### src/rtl/ddr_rd_sched_if.sv
// ---------------------------------------------------------------------------
// ddr_rd_sched_if
// Handshake bundle between the DDR read scheduler and its two readers.
//   data_req_i / data_done_i     : data reader level request / completion pulse
//   param_req_i / param_done_i   : param reader level request / completion pulse
//   timeout_cyc_i                : watchdog limit in cycles (0 = disabled)
//   timeout_clr_i                : clears the sticky timeout flag
//   rd_ddr_en_o                  : grant to the data reader
//   rd_ddr_param_en_o            : grant to the parameter reader
//   busy_o                       : scheduler is not idle
//   timeout_o                    : sticky watchdog-release flag
// The slave modport is the scheduler; the master modport is the reader side.
// ---------------------------------------------------------------------------
interface ddr_rd_sched_if #(
  parameter int TO_W = 16
);
  logic            data_req_i;
  logic            data_done_i;
  logic            param_req_i;
  logic            param_done_i;
  logic [TO_W-1:0] timeout_cyc_i;
  logic            timeout_clr_i;
  logic            rd_ddr_en_o;
  logic            rd_ddr_param_en_o;
  logic            busy_o;
  logic            timeout_o;

  modport slave (
    input  data_req_i, data_done_i, param_req_i, param_done_i,
    input  timeout_cyc_i, timeout_clr_i,
    output rd_ddr_en_o, rd_ddr_param_en_o, busy_o, timeout_o
  );

  modport master (
    output data_req_i, data_done_i, param_req_i, param_done_i,
    output timeout_cyc_i, timeout_clr_i,
    input  rd_ddr_en_o, rd_ddr_param_en_o, busy_o, timeout_o
  );
endinterface

### src/rtl/ddr_rd_sched.sv
// ---------------------------------------------------------------------------
// ddr_rd_sched
// Arbitrates the single shared DDR read port between the feature-map data
// reader and the parameter reader. At most one enable is ever high; a grant
// is held until its owner pulses done or the watchdog expires, and every
// grant is followed by GAP_CYC dead cycles. Contested requests alternate
// round-robin, starting with the parameter reader after reset.
// Ports:
//   clk_i   : clock, rising edge
//   rstn_i  : asynchronous active-low reset
//   bus     : ddr_rd_sched_if slave modport (requests, dones, watchdog
//             control in; registered enables, busy and timeout flag out)
// ---------------------------------------------------------------------------
module ddr_rd_sched #(
  parameter int GAP_CYC = 2,
  parameter int TO_W    = 16
) (
  input  logic            clk_i,
  input  logic            rstn_i,
  ddr_rd_sched_if.slave   bus
);

  localparam int GAP_W = 4;

  typedef enum logic [1:0] {
    IDLE      = 2'd0,
    GNT_DATA  = 2'd1,
    GNT_PARAM = 2'd2,
    GAP       = 2'd3
  } state_t;

  typedef enum logic {
    LAST_DATA  = 1'b0,
    LAST_PARAM = 1'b1
  } last_t;

  state_t           state;
  last_t            last;
  logic [TO_W-1:0]  to_cnt;
  logic [GAP_W-1:0] gap_cnt;
  logic             rd_en;
  logic             param_en;
  logic             busy;
  logic             timeout;
  logic             expire;

  // The counter holds at all-ones so a very long grant with the watchdog
  // disabled can never wrap around and fake an expiry later.
  function automatic logic [TO_W-1:0] sat_inc(input logic [TO_W-1:0] v);
    return (&v) ? v : v + TO_W'(1);
  endfunction

  assign expire = (bus.timeout_cyc_i != '0) &&
                  (to_cnt == bus.timeout_cyc_i - TO_W'(1));

  always_ff @(posedge clk_i or negedge rstn_i) begin
    if (!rstn_i) begin
      state    <= IDLE;
      last     <= LAST_DATA;
      to_cnt   <= '0;
      gap_cnt  <= '0;
      rd_en    <= 1'b0;
      param_en <= 1'b0;
      busy     <= 1'b0;
      timeout  <= 1'b0;
    end else begin
      // Clear first so a watchdog set later in this block wins the cycle.
      if (bus.timeout_clr_i) timeout <= 1'b0;

      case (state)
        IDLE: begin
          if (bus.data_req_i && (!bus.param_req_i || last == LAST_PARAM)) begin
            state  <= GNT_DATA;
            rd_en  <= 1'b1;
            busy   <= 1'b1;
            last   <= LAST_DATA;
            to_cnt <= '0;
          end else if (bus.param_req_i) begin
            state    <= GNT_PARAM;
            param_en <= 1'b1;
            busy     <= 1'b1;
            last     <= LAST_PARAM;
            to_cnt   <= '0;
          end
        end

        GNT_DATA: begin
          // A done pulse takes priority over a simultaneous expiry.
          if (bus.data_done_i || expire) begin
            state   <= GAP;
            rd_en   <= 1'b0;
            gap_cnt <= '0;
            if (!bus.data_done_i) timeout <= 1'b1;
          end else begin
            to_cnt <= sat_inc(to_cnt);
          end
        end

        GNT_PARAM: begin
          if (bus.param_done_i || expire) begin
            state    <= GAP;
            param_en <= 1'b0;
            gap_cnt  <= '0;
            if (!bus.param_done_i) timeout <= 1'b1;
          end else begin
            to_cnt <= sat_inc(to_cnt);
          end
        end

        GAP: begin
          if (gap_cnt == GAP_W'(GAP_CYC - 1)) begin
            state <= IDLE;
            busy  <= 1'b0;
          end else begin
            gap_cnt <= gap_cnt + GAP_W'(1);
          end
        end

        default: begin
          state    <= IDLE;
          rd_en    <= 1'b0;
          param_en <= 1'b0;
          busy     <= 1'b0;
        end
      endcase
    end
  end

  assign bus.rd_ddr_en_o       = rd_en;
  assign bus.rd_ddr_param_en_o = param_en;
  assign bus.busy_o            = busy;
  assign bus.timeout_o         = timeout;

endmodule

### src/flat_wrapper.sv
// flat-port wrapper written by rule: the top's interface ports become plain ports
module ddr_rd_sched_flat 
#(
  parameter int GAP_CYC = 2,
  parameter int TO_W    = 16
)
  (clk_i, rstn_i, bus_data_req_i, bus_data_done_i, bus_param_req_i, bus_param_done_i, bus_timeout_cyc_i, bus_timeout_clr_i, bus_rd_ddr_en_o, bus_rd_ddr_param_en_o, bus_busy_o, bus_timeout_o);
  ddr_rd_sched_if #(.TO_W(TO_W)) bus_i ();
  input  logic clk_i;
  input  logic rstn_i;
  input wire logic [$bits(bus_i.data_req_i)-1:0] bus_data_req_i;
  input wire logic [$bits(bus_i.data_done_i)-1:0] bus_data_done_i;
  input wire logic [$bits(bus_i.param_req_i)-1:0] bus_param_req_i;
  input wire logic [$bits(bus_i.param_done_i)-1:0] bus_param_done_i;
  input wire logic [$bits(bus_i.timeout_cyc_i)-1:0] bus_timeout_cyc_i;
  input wire logic [$bits(bus_i.timeout_clr_i)-1:0] bus_timeout_clr_i;
  output wire logic [$bits(bus_i.rd_ddr_en_o)-1:0] bus_rd_ddr_en_o;
  output wire logic [$bits(bus_i.rd_ddr_param_en_o)-1:0] bus_rd_ddr_param_en_o;
  output wire logic [$bits(bus_i.busy_o)-1:0] bus_busy_o;
  output wire logic [$bits(bus_i.timeout_o)-1:0] bus_timeout_o;
  assign bus_i.data_req_i = bus_data_req_i;
  assign bus_i.data_done_i = bus_data_done_i;
  assign bus_i.param_req_i = bus_param_req_i;
  assign bus_i.param_done_i = bus_param_done_i;
  assign bus_i.timeout_cyc_i = bus_timeout_cyc_i;
  assign bus_i.timeout_clr_i = bus_timeout_clr_i;
  assign bus_rd_ddr_en_o = bus_i.rd_ddr_en_o;
  assign bus_rd_ddr_param_en_o = bus_i.rd_ddr_param_en_o;
  assign bus_busy_o = bus_i.busy_o;
  assign bus_timeout_o = bus_i.timeout_o;
  ddr_rd_sched #(.GAP_CYC(GAP_CYC), .TO_W(TO_W)) u_core (.clk_i(clk_i), .rstn_i(rstn_i), .bus(bus_i));
endmodule
### config.mk
export PLATFORM = sky130hd
export DESIGN_NAME = ddr_rd_sched_flat
export DESIGN_NICKNAME = d
export VERILOG_FILES = /design/src/rtl/ddr_rd_sched_if.sv /design/src/rtl/ddr_rd_sched.sv /design/src/flat_wrapper.sv
export SDC_FILE = /design/constraint.sdc
export NUM_CORES = 1
export LEC_CHECK = 0
export BUFFER_PORTS_ARGS = -buffer_cell sky130_fd_sc_hd__buf_2
export CAP_MARGIN = 20
export CORE_MARGIN = 2
export CORE_UTILIZATION = 59
export DETAILED_ROUTE_END_ITERATION = 8
export PLACE_DENSITY_LB_ADDON = 0.25
export SYNTH_ARGS = -nofsm -noshare
export SYNTH_HDL_FRONTEND = slang
export SYNTH_SLANG_ARGS = --single-unit
export TNS_END_PERCENT = 30
### constraint.sdc
create_clock -name clk_i -period 3.3 [get_ports clk_i]
set_input_delay 0 -clock clk_i [delete_from_list [all_inputs] [get_ports clk_i]]
set_output_delay 0 -clock clk_i [all_outputs]
set_load 0.01 [all_outputs]
# --- After elaboration in Yosys (flattened, before gate mapping) ---
# Index checks and enable logic that the tools add are counted.
classes:
  n_addsub: 3
  eq_ne: 15
  mux: 33
  n_reduce_logical: 22
op_table:
  columns: ["operator", "n"]
  rows:
  - ["16-bit 2-to-1 mux", 5]
  - ["16-bit one-hot mux with 3 select lines", 1]
  - ["16-bit by 1-bit adder with 16-bit output (second input constant)", 1]
  - ["16-bit equality test", 1]
  - ["16-bit AND reduction", 1]
  - ["4-bit AND reduction", 4]
  - ["16-bit nonzero test", 1]
  - ["16-bit by 1-bit subtractor with 16-bit output (second input constant)", 1]
  - ["1-bit 2-to-1 mux", 13]
  - ["4-bit 2-to-1 mux", 3]
  - ["4-bit one-hot mux with 3 select lines", 1]
  - ["2-bit 2-to-1 mux", 5]
  - ["2-bit inequality test (second input constant)", 5]
  - ["2-bit by 1-bit inequality test with 1-bit output (second input constant)", 4]
  - ["1-bit one-hot mux with 2 select lines", 4]
  - ["2-bit one-hot mux with 4 select lines", 1]
  - ["2-bit nonzero test", 4]
  - ["3-bit AND reduction", 2]
  - ["3-bit nonzero test", 2]
  - ["4-bit by 1-bit adder with 4-bit output (second input constant)", 1]
  - ["2-bit equality test (second input constant)", 2]
  - ["4-bit by 1-bit equality test with 1-bit output (second input constant)", 1]
  - ["1-bit logical OR", 3]
  - ["3-bit by 2-bit inequality test with 1-bit output (second input constant)", 1]
  - ["other kinds (5)", 6]
word_totals:
  ff_bits: 27

# --- Logic depth before layout (Yosys ltp) ---
depth:
  ltp_word: 6
  depth_mapped: 13
  depth_no_buf: 10

# --- Least setup slack after synthesis ---
# Ideal clock, no wire load.
synth_timing:
  path_type: "input -> register"
  from: "input port bus_timeout_cyc_i[0]"
  to: "register u_core.to_cnt[5]"
  arrival_ps: 2574
  required_time_ps: 3163
  slack_ps: 588
  stages: 12
  n_path_buf: 2
  cell_sequence: "inv_1 > ha_1 > or4b_1 > buf_2 > nor4_4 > o21bai_1 > a2111o_1 > or2_4 > o311ai_4 > and2_1 > buf_4 > o221ai_1"
synth_via:
  elab_chain_cells: 6
  word_cells_on_any_way: 9
synth_lines:
  columns: ["item", "line", "text"]
  rows:
  - ["from (decl)", "flat_wrapper.sv:15", "input wire logic [$bits(bus_i.timeout_cyc_i)-1:0] bus_timeout_cyc_i;"]
  - ["16-bit by 1-bit subtractor with 16-bit output", "ddr_rd_sched.sv:54", "(to_cnt == bus.timeout_cyc_i - TO_W'(1));"]
  - ["16-bit equality test", "ddr_rd_sched.sv:54", null]
  - ["1-bit logical AND (*)", "ddr_rd_sched.sv:53", "assign expire = (bus.timeout_cyc_i != '0) &&"]
  - ["1-bit logical OR, on equally long branches", "ddr_rd_sched.sv:100, ddr_rd_sched.sv:89", null]
  - ["2-bit inequality test (no line)", null, null]
  - ["4-bit AND reduction (no line) (*)", null, null]
  - ["to (signal assigned)", "ddr_rd_sched.sv:95", "to_cnt <= sat_inc(to_cnt);"]
  - ["to (signal assigned)", "ddr_rd_sched.sv:106", "to_cnt <= sat_inc(to_cnt);"]
  - ["to (decl)", "ddr_rd_sched.sv:39", "logic [TO_W-1:0] to_cnt;"]
# Every way passes the cells marked *; elsewhere a longest branch is shown, timed or not.
# A chain may end at the register's enable or synchronous reset.

# --- Worst setup path in the final report ---
layout_timing:
  from: "register u_core.to_cnt[0]"
  to: "register u_core.to_cnt[12]"
layout_via:
  elab_chain_cells: 5
  word_cells_on_any_way: 13
layout_lines:
  columns: ["item"]
  rows:
  - ["branches (longest 5 deep; another with 16-bit by 1-bit adder with 16-bit output)"]
# Several ways; the timed one is not identified. The select of a mux whose other input is x is not followed.

==> impl_table.tex <==
\begin{tabular}{lr}
\hline
Metric & Value \\
\hline
\multicolumn{2}{l}{\textbf{Run status}} \\
Run status & completed \\
\multicolumn{2}{l}{\textbf{Hold path}} \\
Worst min-delay path category & in -> reg \\
\multicolumn{2}{l}{\textbf{Synth}} \\
Post-synthesis average cell area & 8.57 µm² \\
Number of synthesized flops with an enable pin & 0 \\
Number of flip-flops and latches in the synthesized netlist & 27 \\
Cell count after synthesis & 271 \\
Post-synth cell types & 57 \\
Most used flip-flop cell after synthesis & dfrtp\_1 \\
Portion of the post-synthesis area used by sequential elements & 0.291 \\
Yosys warning count & 0 \\
Total nets after synthesis & 302 \\
Post-Syn Area & around 0.0023 mm² \\
Async S/R FF share, synth & 1.00 \\
\multicolumn{2}{l}{\textbf{Floorplanning}} \\
Area enclosed by the die boundary & about 0.0045 mm² \\
Core area & about 0.0037 mm² \\
Die boundary width & roughly 67 µm \\
I/O Pins & 27 \\
Site row count & 22 \\
Die Height & between 60 and 70 µm \\
Starting Density & 0.625 \\
\multicolumn{2}{l}{\textbf{Route}} \\
Remaining DRCs & 0 \\
Antenna Nets Post-Route & 0 \\
Top routing layer in use & met4 \\
Vias per std cell & between 6 and 7 \\
Detailed router's first-iteration violation count & 129 \\
DR vias & 2137 \\
Final routed wirelength across all metal layers & between 5000 and 6000 µm \\
Mean routed wirelength per cell & roughly 16 µm \\
Met1 wire length & roughly 2300 µm \\
Met3 Wirelength & 192 µm \\
Met2 routed WL & 2810 µm \\
First-pass iteration count of the detailed router & 4 \\
\multicolumn{2}{l}{\textbf{Clocking}} \\
Clock transition at the register clock pins on the worst setup and hold paths after CTS & between 0.1 and 0.15 ns \\
Resized Gates After CTS & 0 \\
Latest clock arrival within the worst-skew pair & 0.28 ns \\
Clock net sink count & 27 \\
CTS Buf Count & 3 \\
Clock tree root buffer cell & clkbuf\_8 \\
Count of H-tree levels built during CTS & 1 \\
Maximum count of clock buffers along a single path & 2 \\
Clock tree from TritonCTS & yes \\
\multicolumn{2}{l}{\textbf{Global route}} \\
Number of antenna violations at the first check in global routing & 0 \\
Overall track demand over capacity in global routing & 0.262 \\
Vias in the first global route & between 2000 and 2500 \\
Wire length of the first global-routing pass & between 9000 and 10000 µm \\
Global route total overflow & 0 \\
Pin count of the biggest net entering global routing & 30 \\
\multicolumn{2}{l}{\textbf{Job}} \\
Number of maximum-capacitance constraint violations & 0 \\
\multicolumn{2}{l}{\textbf{Timing}} \\
Final Slew Violations & 0 \\
Final Hold Fails & 0 \\
Worst-case clock skew & just under 0.005 ns \\
Unrepaired setup endpoints after global routing & no \\
Final critical-path required period & slightly below 3 ns \\
Number of failing setup endpoints in the final timing report & 0 \\
Worst relative slew slack & 0.563 \\
Fmax & 347 MHz \\
Final TNS setup & 0 ns \\
Period utilization & 0.873 \\
Worst Max-Slew Pin Slew & around 0.65 ns \\
\multicolumn{2}{l}{\textbf{Power and ir drop}} \\
Power Dens Cells & around 790 mW/mm² \\
Clock group share of total power & 0.101 \\
Maximum vdd ir drop & about 0.00059 V \\
Internal power & between 1000 and 1500 µW \\
Sequential group share of total power & 0.336 \\
Fraction of power spent switching nets & 0.497 \\
Leakage & about 0.0011 µW \\
Net switching power of the design & $\sim$1000 µW \\
Power share of the combinational group & 0.563 \\
\multicolumn{2}{l}{\textbf{Placed design}} \\
IO buf count & 26 \\
Gp weighted congestion & 0.863 \\
Detailed Place HPWL & a little over 4000 µm \\
Post-DP Area & approximately 0.0025 mm² \\
\multicolumn{2}{l}{\textbf{Layout}} \\
Most common library cell in the layout ignoring fill and taps & nand3\_1 \\
Final antenna diode count & 0 \\
Net count reported at finish & about 330 \\
Area added between synthesis and finish & 9.37\% \\
Summed area of non-filler cells in the final layout & 0.00254 mm² \\
Proportion of layout cells with a drive suffix above 1 & 0.169 \\
Commonest cells after routing, fill and taps aside & nand3\_1, nand2\_1, dfrtp\_1 \\
\multicolumn{2}{l}{\textbf{Critical path}} \\
CP Max Fanout & 10 \\
Startpoint types & register \\
Type of the worst setup path & reg -> reg \\
Nature of the critical path endpoint & register \\
Critical path required time & between 3 and 4 ns \\
Data arrival, critical path & about 3.0 ns \\
\hline
\end{tabular}
## critical path: stages (launching register included)
cell and delay, ns:
dfrtp_1 0.42, ha_1 0.21, and3_1 0.21, and3_1 0.21, nand3_1 0.14, or4_1 0.62
o21a_1 0.26, or3b_4 0.25, and2_1 0.12, buf_4 0.18, o221ai_1 0.12
## per-stage QoR
step | power, µW | utilization | cells | worst slack (ns) | hold slack (ns)
global route | 2190 | 0.684 | 343 | 0.242 | 0.0652
global placement | 1760 | 0.665 | 337 | 0.313 | 0.0516
finish | 2020 | 0.684 | 343 | 0.420 | 0.0829
floorplan | 1540 | - | 271 | 0.588 | -0.296
CTS | 2020 | 0.684 | 343 | 0.422 | 0.0629
detailed placement | 1810 | 0.665 | 337 | 0.195 | 0.0412
## cell families after synthesis
group / count (synthesis) / share of synthesized area
AND/OR/NAND/NOR: 127 / 0.317
AO/OA/AOI/OAI: 62 / 0.201
XOR/XNOR: 20 / 0.0754
multiplexers: 5 / 0.0221
adder cells (fa/ha/maj): 8 / 0.0431
buffers and inverters: 22 / 0.0506
flip-flops: 27 / 0.291
## sequential cells by signal (all words and copies together) (netlist names)
name                          cells
u_core.bus.busy_o                 1
u_core.bus.rd_ddr_en_o            1
u_core.bus.rd_ddr_param_en_o      1
u_core.bus.timeout_o              1
u_core.gap_cnt                    4
u_core.last                       1
u_core.state                      2
u_core.to_cnt                    16
## timing repair
action	CTS	global route
hold buffers	2	0
setup buffers	0	0
endpoints found under the hold margin	28	0
## cell type report
type	count	area, µm²
clock buffers	3	41.3
clock inverters	1	8.76
fillers	305	1170
inverters	8	30.0
multi-input cells	222	1530
flip-flops and latches	27	676
well taps	48	60.1
repair buffers	34	195
## synthesized netlist by cell type, drive strengths merged (2+ instances only)
| master | n | area share |
|---|---|---|
| nand3 | 35 | 0.075 |
| dfrtp | 27 | 0.29 |
| nand2 | 27 | 0.044 |
| o21ai | 18 | 0.039 |
| xnor2 | 11 | 0.041 |
| nor2 | 9 | 0.015 |
| xor2 | 9 | 0.034 |
| buf | 8 | 0.028 |
| ha | 8 | 0.043 |
| inv | 8 | 0.013 |
| a2111o | 6 | 0.029 |
| a21oi | 6 | 0.013 |
| a22o | 6 | 0.023 |
| clkbuf | 6 | 0.0097 |
| nand2b | 6 | 0.016 |
| nand3b | 6 | 0.019 |
| nor3 | 6 | 0.013 |
| or2 | 6 | 0.017 |
| and3 | 5 | 0.013 |
| nor4 | 5 | 0.029 |
| o221ai | 5 | 0.019 |
| or4 | 5 | 0.016 |
| mux2i | 4 | 0.017 |
| nor2b | 3 | 0.0081 |
| nor3b | 3 | 0.0097 |
| o311ai | 3 | 0.019 |
| a211o | 2 | 0.0075 |
| a21boi | 2 | 0.0065 |
| a2bb2oi | 2 | 0.0075 |
| nor4b | 2 | 0.0075 |
| o211ai | 2 | 0.0065 |
| o22ai | 2 | 0.0054 |
| or3 | 2 | 0.0054 |
| or3b | 2 | 0.0086 |
## path summary, 6_finish.rpt
path / from / end / slack [ns] / depth (start not counted)
max in group asynchronous: rstn_i / u_core.to_cnt[1]$_DFFE_PN0P_ / 2.63 / 2
hold / removal: bus_param_req_i / u_core.last$_DFFE_PN0P_ / 0.08 / 3
setup / recovery: u_core.to_cnt[0]$_DFFE_PN0P_ / u_core.to_cnt[12]$_DFFE_PN0P_ / 0.42 / 10
hold reg to reg: u_core.last$_DFFE_PN0P_ / u_core.last$_DFFE_PN0P_ / 0.50 / 1
setup reg to reg: u_core.to_cnt[0]$_DFFE_PN0P_ / u_core.to_cnt[12]$_DFFE_PN0P_ / 0.42 / 10
min in group asynchronous: rstn_i / u_core.gap_cnt[1]$_DFFE_PN0P_ / 0.27 / 2
## layer usage
metal | track usage | vias up
met4 | 0.0740 | 0
met3 | 0.0152 | 8
met5 | 0 | -
met1 | 0.315 | 1021
li1 | - | 1060
met2 | 0.496 | 48
## power groups by stage
stage	sequential (µW)	combinational, µW	clock (µW)
final	678	1140	204
after detailed placement	681	1130	0
after global routing	701	1270	225
after floorplan	609	929	0
after CTS	674	1130	207
after global placement	673	1080	0
No activity file was read; power rests on OpenSTA's default activity.
